[src/rtl/seven_seg_scan_driver_pkg.sv]
// Shared seven-segment definitions: segment bit positions and the hex glyph table.
// Patterns are active-high, bit0 = a .. bit6 = g.
package seven_seg_scan_driver_pkg;

    localparam int unsigned SEG_A = 0;
    localparam int unsigned SEG_B = 1;
    localparam int unsigned SEG_C = 2;
    localparam int unsigned SEG_D = 3;
    localparam int unsigned SEG_E = 4;
    localparam int unsigned SEG_F = 5;
    localparam int unsigned SEG_G = 6;

    localparam logic [6:0] HEX_SEG_TABLE [16] = '{
        7'h3F, 7'h06, 7'h5B, 7'h4F, 7'h66, 7'h6D, 7'h7D, 7'h07,
        7'h7F, 7'h6F, 7'h77, 7'h7C, 7'h39, 7'h5E, 7'h79, 7'h71
    };

endpackage

[src/rtl/seven_seg_decode.sv]
// Combinational hex nibble to active-high seven-segment pattern.
module seven_seg_decode
    import seven_seg_scan_driver_pkg::*;
(
    input  logic [3:0] nibble,
    output logic [6:0] segs
);

    always_comb begin
        segs = HEX_SEG_TABLE[nibble];
    end

endmodule

[src/rtl/seven_seg_scan_driver.sv]
// Multiplexed seven-segment scan driver with per-frame input snapshot,
// 16-level PWM dimming and a blanking window at each digit change.
module seven_seg_scan_driver
    import seven_seg_scan_driver_pkg::*;
#(
    parameter int unsigned DIGITS         = 4,
    parameter int unsigned DIV_BITS       = 16,
    parameter int unsigned BLANK_CYCLES   = 64,
    parameter bit          SEG_ACTIVE_LOW = 1'b1,
    parameter bit          SEL_ACTIVE_LOW = 1'b1
)
(
    input  logic                  clk,
    input  logic                  rst_n,
    input  logic [4*DIGITS-1:0]   values,
    input  logic [DIGITS-1:0]     dp,
    input  logic [DIGITS-1:0]     digit_en,
    input  logic [3:0]            brightness,
    output logic [6:0]            seg,
    output logic                  seg_dp,
    output logic [DIGITS-1:0]     sel,
    output logic                  frame_tick
);

    localparam int unsigned         IDX_W     = (DIGITS > 1) ? $clog2(DIGITS) : 1;
    localparam logic [IDX_W-1:0]    LAST_IDX  = IDX_W'(DIGITS - 1);
    localparam logic [DIV_BITS-1:0] BLANK_END = DIV_BITS'(BLANK_CYCLES);
    localparam logic [6:0]          SEG_OFF   = SEG_ACTIVE_LOW ? 7'h7F : 7'h00;
    localparam logic                DP_OFF    = SEG_ACTIVE_LOW;
    localparam logic [DIGITS-1:0]   SEL_OFF   = SEL_ACTIVE_LOW ? {DIGITS{1'b1}} : {DIGITS{1'b0}};

    logic [DIV_BITS-1:0] cnt;
    logic [IDX_W-1:0]    idx;
    logic [4*DIGITS-1:0] values_sh;
    logic [DIGITS-1:0]   dp_sh;
    logic [DIGITS-1:0]   digit_en_sh;
    logic [3:0]          brightness_sh;

    logic                slot_end;
    logic                frame_end;
    logic                lit;
    logic [3:0]          cur_nibble;
    logic [6:0]          cur_segs;
    logic [DIGITS-1:0]   cur_onehot;

    assign slot_end  = &cnt;
    assign frame_end = slot_end && (idx == LAST_IDX);

    always_ff @(posedge clk or negedge rst_n) begin
        if (!rst_n) begin
            cnt           <= '0;
            idx           <= '0;
            values_sh     <= '0;
            dp_sh         <= '0;
            digit_en_sh   <= '0;
            brightness_sh <= '0;
            frame_tick    <= 1'b0;
        end else begin
            cnt        <= cnt + DIV_BITS'(1);
            frame_tick <= frame_end;
            if (slot_end) begin
                idx <= frame_end ? '0 : idx + IDX_W'(1);
            end
            // Inputs are only sampled here so a frame never mixes old and new data.
            if (frame_end) begin
                values_sh     <= values;
                dp_sh         <= dp;
                digit_en_sh   <= digit_en;
                brightness_sh <= brightness;
            end
        end
    end

    always_comb begin
        cur_onehot      = '0;
        cur_onehot[idx] = 1'b1;
        cur_nibble      = values_sh[{idx, 2'b00} +: 4];
        lit             = (cnt >= BLANK_END)
                       && digit_en_sh[idx]
                       && (cnt[DIV_BITS-1 -: 4] <= brightness_sh);
    end

    seven_seg_decode u_decode (
        .nibble (cur_nibble),
        .segs   (cur_segs)
    );

    always_ff @(posedge clk or negedge rst_n) begin
        if (!rst_n) begin
            seg    <= SEG_OFF;
            seg_dp <= DP_OFF;
            sel    <= SEL_OFF;
        end else if (lit) begin
            seg    <= SEG_ACTIVE_LOW ? ~cur_segs : cur_segs;
            seg_dp <= SEG_ACTIVE_LOW ? ~dp_sh[idx] : dp_sh[idx];
            sel    <= SEL_ACTIVE_LOW ? ~cur_onehot : cur_onehot;
        end else begin
            seg    <= SEG_OFF;
            seg_dp <= DP_OFF;
            sel    <= SEL_OFF;
        end
    end

endmodule

[config.mk]
export PLATFORM = sky130hd
export DESIGN_NAME = seven_seg_scan_driver
export DESIGN_NICKNAME = d
export VERILOG_FILES = /design/src/rtl/seven_seg_scan_driver_pkg.sv /design/src/rtl/seven_seg_decode.sv /design/src/rtl/seven_seg_scan_driver.sv
export SDC_FILE = /design/constraint.sdc
export NUM_CORES = 1
export LEC_CHECK = 0
export ABC_AREA = 1
export CAP_MARGIN = 20
export CORE_MARGIN = 2
export CORE_UTILIZATION = 48
export DETAILED_ROUTE_END_ITERATION = 6
export GPL_TIMING_DRIVEN = 0
export PLACE_DENSITY_LB_ADDON = 0.08
export SYNTH_ARGS = -nofsm -noshare
export SYNTH_HDL_FRONTEND = slang
export SYNTH_SLANG_ARGS = --single-unit
[constraint.sdc]
create_clock -name clk -period 4.8 [get_ports clk]
set_input_delay 0.72 -clock clk [delete_from_list [all_inputs] [get_ports clk]]
set_output_delay 0.72 -clock clk [all_outputs]
set_load 0.05 [all_outputs]
## Word-level counts from Yosys, hierarchy flattened

Memory sizes are Yosys's and may differ from the RTL's.
Cells that the tools add are included.

- Register bits after elaboration: 59
- Bits in latches: 0
- RAM bits: 0
- Memory bits (read-only): 112
- Word-level logic and storage cells: 41
- Memories kept: 1

Memory list:

| memory | depth | width | rd ports | clocked after memory_dff | write ports | line | text |
|---|---|---|---|---|---|---|---|
| (no name shown) | 16 | 7 | 1 | 0 | 0 | seven_seg_decode.sv:10 | `segs = HEX_SEG_TABLE[nibble];` |

- Add/subtract/negate cells: 2
- Multiply operators: 0
- Divide/modulo/power cells: 0
- Magnitude comparators: 5
- Equality and inequality tests: 1
- Shifts and indexed selects: 1
- Multiplexer cells: 12
- Bitwise operators: 4
- Reductions and logical operators: 5

Operator list:

| kind | count |
|---|---|
| 2-to-1 mux 7 bit | 3 |
| adder 16 x 1 -> 16 bit (second input constant) | 1 |
| greater-or-equal comparator 16 x 7 -> 1 bit (second input constant) | 1 |
| AND reduction 16 bit | 1 |
| variable part select 16 x 5 -> 4 bit | 1 |
| NOT 7 bit | 1 |
| greater-or-equal comparator 5 bit (second input constant) | 1 |
| NOT 4 -> 5 bit | 1 |
| binary-select mux 1 bit (select 2 bit) | 2 |
| less-or-equal comparator 4 bit | 1 |
| logical AND 1 bit | 4 |
| 2-to-1 mux 1 bit | 4 |
| 2-to-1 mux 4 bit | 1 |
| NOT 4 bit | 1 |
| less-than comparator 2 x 3 -> 1 bit (second input constant) | 1 |
| adder 2 x 1 -> 2 bit (second input constant) | 1 |
| demux 1 bit (select 2 bit) | 1 |
| == test 2 bit (second input constant) | 1 |
| greater-or-equal comparator 2 x 1 -> 1 bit (second input constant) | 1 |
| 2-to-1 mux 2 bit | 1 |
| NOT 1 bit | 1 |

## Longest topological paths before layout

- Word-level depth: 7
- Gate-level depth with buffers: 12
- Depth with buffers taken out: 10

## Cells and area by module

A second synthesis with hierarchy kept.

- Cells, all modules: 382
- Area total of the unflattened synthesis: 3155.5 um2

Modules (own cells, without submodules):

| module | instances | cells an instance | area each (um2) |
|---|---|---|---|
| seven_seg_scan_driver | 1 | 330 | 2885.3 |
| seven_seg_decode | 1 | 52 | 270.3 |

## Least setup slack after synthesis

Ideal clock, no wire load.

- Path kind: flip-flop to flip-flop
- From: reg idx[0]
- To: reg seg[3]
- Setup time: 0.064 ns
- Data arrival time: 1.576 ns
- Slack: 3.161 ns
- Cell stages (with the launch flop): 11
- Path buffers: 2
- Clock period less this slack: 1.639 ns
- Cells stage by stage: dfrtp_1 > buf_2 > inv_2 > buf_2 > nand2_1 > nand3_1 > nand2_1 > ha_1 > nand3_1 > nand3_1 > nand3_1

- Cells in the longest elaborated chain, start to end: 7
- Elaborated cells between the ends (all ways): 11
- Classes of those cells: 1 x shift; 5 x mux; 2 x bitwise; 2 x reduce/logical; 1 x memory

Ends and longest elaborated chain:

| what | line | text |
|---|---|---|
| start: declaration | seven_seg_scan_driver.sv:33 | `logic [IDX_W-1:0] idx;` |
| start signal: assignment | seven_seg_scan_driver.sv:62 | `idx <= frame_end ? '0 : idx + IDX_W'(1);` |
| variable part select 16 x 5 -> 4 bit | seven_seg_scan_driver.sv:77 | `cur_nibble = values_sh[{idx, 2'b00} +: 4];` |
| NOT 4 -> 5 bit (not written as such) | seven_seg_decode.sv:10 |  |
| memory (16 x 7 bit) | - |  |
| 2-to-1 mux 7 bit (not written as such) (2 in a row) | seven_seg_decode.sv:10 |  |
| NOT 7 bit | seven_seg_scan_driver.sv:94 | `seg <= SEG_ACTIVE_LOW ? ~cur_segs : cur_segs;` |
| 2-to-1 mux 7 bit (*) | seven_seg_scan_driver.sv:93 | `end else if (lit) begin` |
| end signal: assignment | seven_seg_scan_driver.sv:94 |  |
| end: declaration | seven_seg_scan_driver.sv:19 | `output logic [6:0] seg,` |

Every way passes the cells marked *; elsewhere a longest branch is shown, timed or not. The select of a mux whose other input is x is not followed.
A chain may end at the register's enable or synchronous reset.

## Worst setup path in the final report

- From: reg sel[0]
- To: out sel[0]

RTL lines:

| what | line | text |
|---|---|---|
| start: declaration | seven_seg_scan_driver.sv:21 | `output logic [DIGITS-1:0] sel,` |
| start signal: assignment | seven_seg_scan_driver.sv:96 | `sel <= SEL_ACTIVE_LOW ? ~cur_onehot : cur_onehot;` |

No word-level cell between the ends.

==> out/qor.txt <==
outcome - complete, no violations
Clock Latency Late Sink - 0.34 ns
Worst setup EP type - output port
initial core utilization - 50.2%
drt pass-1 iters - 4
clk slew on worst S/H paths - 0.06 ns
row cnt - 28
IO Count - 43
post-DP HPWL - 4350 µm
via count - 2431
commonest non-fill, non-tap cells in the layout - nand2_1, dfrtp_1, clkdlybuf4s50_1, inv_1, nand3_1
number of library cell types mapped by synthesis - 23
RSZ-0062 raised after global routing - false
Hold Path Class - input port to asynchronous set/reset pin
Seq cells post-synth - 59
top cells by area, synth - dfrtp_1, nand2_1, dfstp_2
Net count, final - 472
Yosys top cell area share - 39.1%
slowest CP cell - clkdlybuf4s50_1
Clock Path Buffers - 2
hold_ws - 0.333 ns
clock tree sinks - 59
layout cells sized above 1 - 11.1%
# setup viols final - 0
sequential area share after synthesis - 49.6%
Final Wtd Congestion - 0.888
Leak Pwr - 1.84 nW
CP arrival - 1.64 ns
GRT Total Usage - 18.6%
vias in the first global route - 2283
Max-Cap Viols - 0
Syn Nets - 418
Ys Warns - 0
P_sw - 200 µW
antenna violations before repair - 0
# diodes - 0
Routed Antenna Nets - 0
Gate power share - 3.4%
htree depth - 3
Layout Area Growth over Synthesis - 24.2%
vias per cell - 4.80
CTS Hold Bufs - 0
Post-CTS Resized - 0
die area - 6910 µm²
core box area - 5990 µm²
WL/cell - 11.6 µm
cell depth of the worst flop-to-flop path - 10
CP delay by family, top - buffers and inverters
Final Worst Setup Slack - 2.44 ns
cell area power density - 264 nW/µm²
Worst slew margin - 66.7%
Flop pwr share - 50.4%
largest net degree at the start of global routing - 40
Die W - 83.1 µm
Critical path buffers and inverters - 1
RR Startpoint - idx[1]
CP peak stage delay - 0.79 ns
Num CTS Buffers - 9
setup bufs post-CTS - 0
Slew Viols, Final - 0
register-to-register setup slack - 2.73 ns
minimum clock period - 2.36 ns
Pint - 787 µW
TNS Setup - 0 ns
CP cell instances - clkdlybuf4s50_1
critical-path maximum fanout - 1
Fmax - 0.424 GHz
Critical Setup Path Class - flop to output port
GR Overflow Total - 0
drt drc - 0
Post-Syn Area - 3010 µm²
Root Driver - clkbuf_8
DRT iter0 DRCs - 107
clock skew - 0.0126 ns
most common cell after layout, fill and taps aside - nand2_1
Worst VDD drop - 0.152 mV
Die Y - 83.1 µm
startpoint types - flop
R2R Path End - seg[6]
CTS tree - done
Worst-Margin Slew - 0.497 ns
final hold vios - 0
fin crit share - 49.1%
pre-CTS WS - 2.76 ns
Clock Power Share - 46.1%
Post-Syn Area per Cell - 8.08 µm²
Sw Ratio - 20.2%
Critical Path Source - sel[0]
Synth area leader - dfrtp_1
first-pass GRT wire length - 10300 µm
Syn Inst Count - 372
port buffer count - 42
total wire length - 5870 µm
critical path required time - 4.08 ns
-- flip-flops by register name, indices dropped and copies added (netlist names) --
name	flops
brightness_sh	4
cnt	16
digit_en_sh	4
dp_sh	4
frame_tick	1
idx	2
seg	7
seg_dp	1
sel	4
values_sh	16
-- layout make-up --
| cell class | count | area (µm²) |
|---|---|---|
| Inverter | 35 | 131 |
| Buffer | 11 | 80.1 |
| Timing Repair Buffer | 43 | 435 |
| Sequential cell | 59 | 1490 |
| Tap cell | 75 | 93.8 |
| Clock buffer | 14 | 163 |
| Clock inverter | 2 | 35.0 |
| Fill cell | 555 | 2260 |
| Multi-Input combinational cell | 267 | 1300 |
-- how the worst max path moves through the flow --
stage / depth (start not counted) / slack (ns) / to
4_1_cts: 1 / 2.42 / seg_dp
5_1_grt: 1 / 2.39 / seg[2]
2_1_floorplan: 10 / 3.16 / seg[3]
3_5_place_dp: 10 / 2.76 / seg[6]
3_3_place_gp: 1 / 1.20 / values_sh[0]
6_report: 1 / 2.44 / sel[0]
-- cell families (layout without fill, tap and decap cells) --
family	after synthesis	count (layout)	synth area share, %
AND/OR/NAND/NOR	228	228	31.2
buffers and inverters	46	105	7.03
adder cells (fa/ha/maj)	16	16	6.66
AO/OA/AOI/OAI	10	10	1.71
XOR/XNOR	13	13	3.79
flip-flops	59	59	49.6
-- cell usage after synthesis --
library cell  instances
nand4_1               2
nor3_1                3
dfrtp_1              47
nor2_2                1
nand2_1             163
nand3_2               3
inv_1                31
dfstp_2              12
nand3b_1              1
nor2_1               23
clkinv_1              1
a21oi_1               4
nand2_2               2
xnor2_1               3
buf_6                 4
o22ai_1               1
buf_2                 7
ha_1                 16
xor2_1               10
inv_2                 3
nor2_4                1
nand3_1              29
o21ai_0               5
-- per-layer routing --
layer | share of wire (%) | track usage (%) | vias to the layer above
met5 | 0 | 0 | -
met4 | 1.7 | 8.64 | 0
met3 | 3.9 | 3.98 | 9
met2 | 45 | 28.3 | 55
met1 | 49 | 25.6 | 1120
li1 | - | - | 1247
-- power by group through the flow --
stage	Sequential (mW)	Combinational (mW)	Clock, mW
CTS	0.498	0.0351	0.463
floorplan	0.507	0.000000744	0
global route	0.497	0.0380	0.486
global placement	0.507	0.0331	0
detailed placement	0.507	0.0350	0
finish	0.498	0.0339	0.455
-- metrics by stage --
stage | cells | util, % | total power, mW | cell area [µm²]
finish | 506 | 62.3 | 0.987 | 3730
global route | 506 | 62.3 | 1.02 | 3730
CTS | 506 | 62.3 | 0.996 | 3730
detailed placement | 490 | 59.0 | 0.542 | 3540
global placement | 489 | 58.8 | 0.540 | 3520
floorplan | 372 | - | 0.507 | 3010
(Power assumes the default switching activity.)
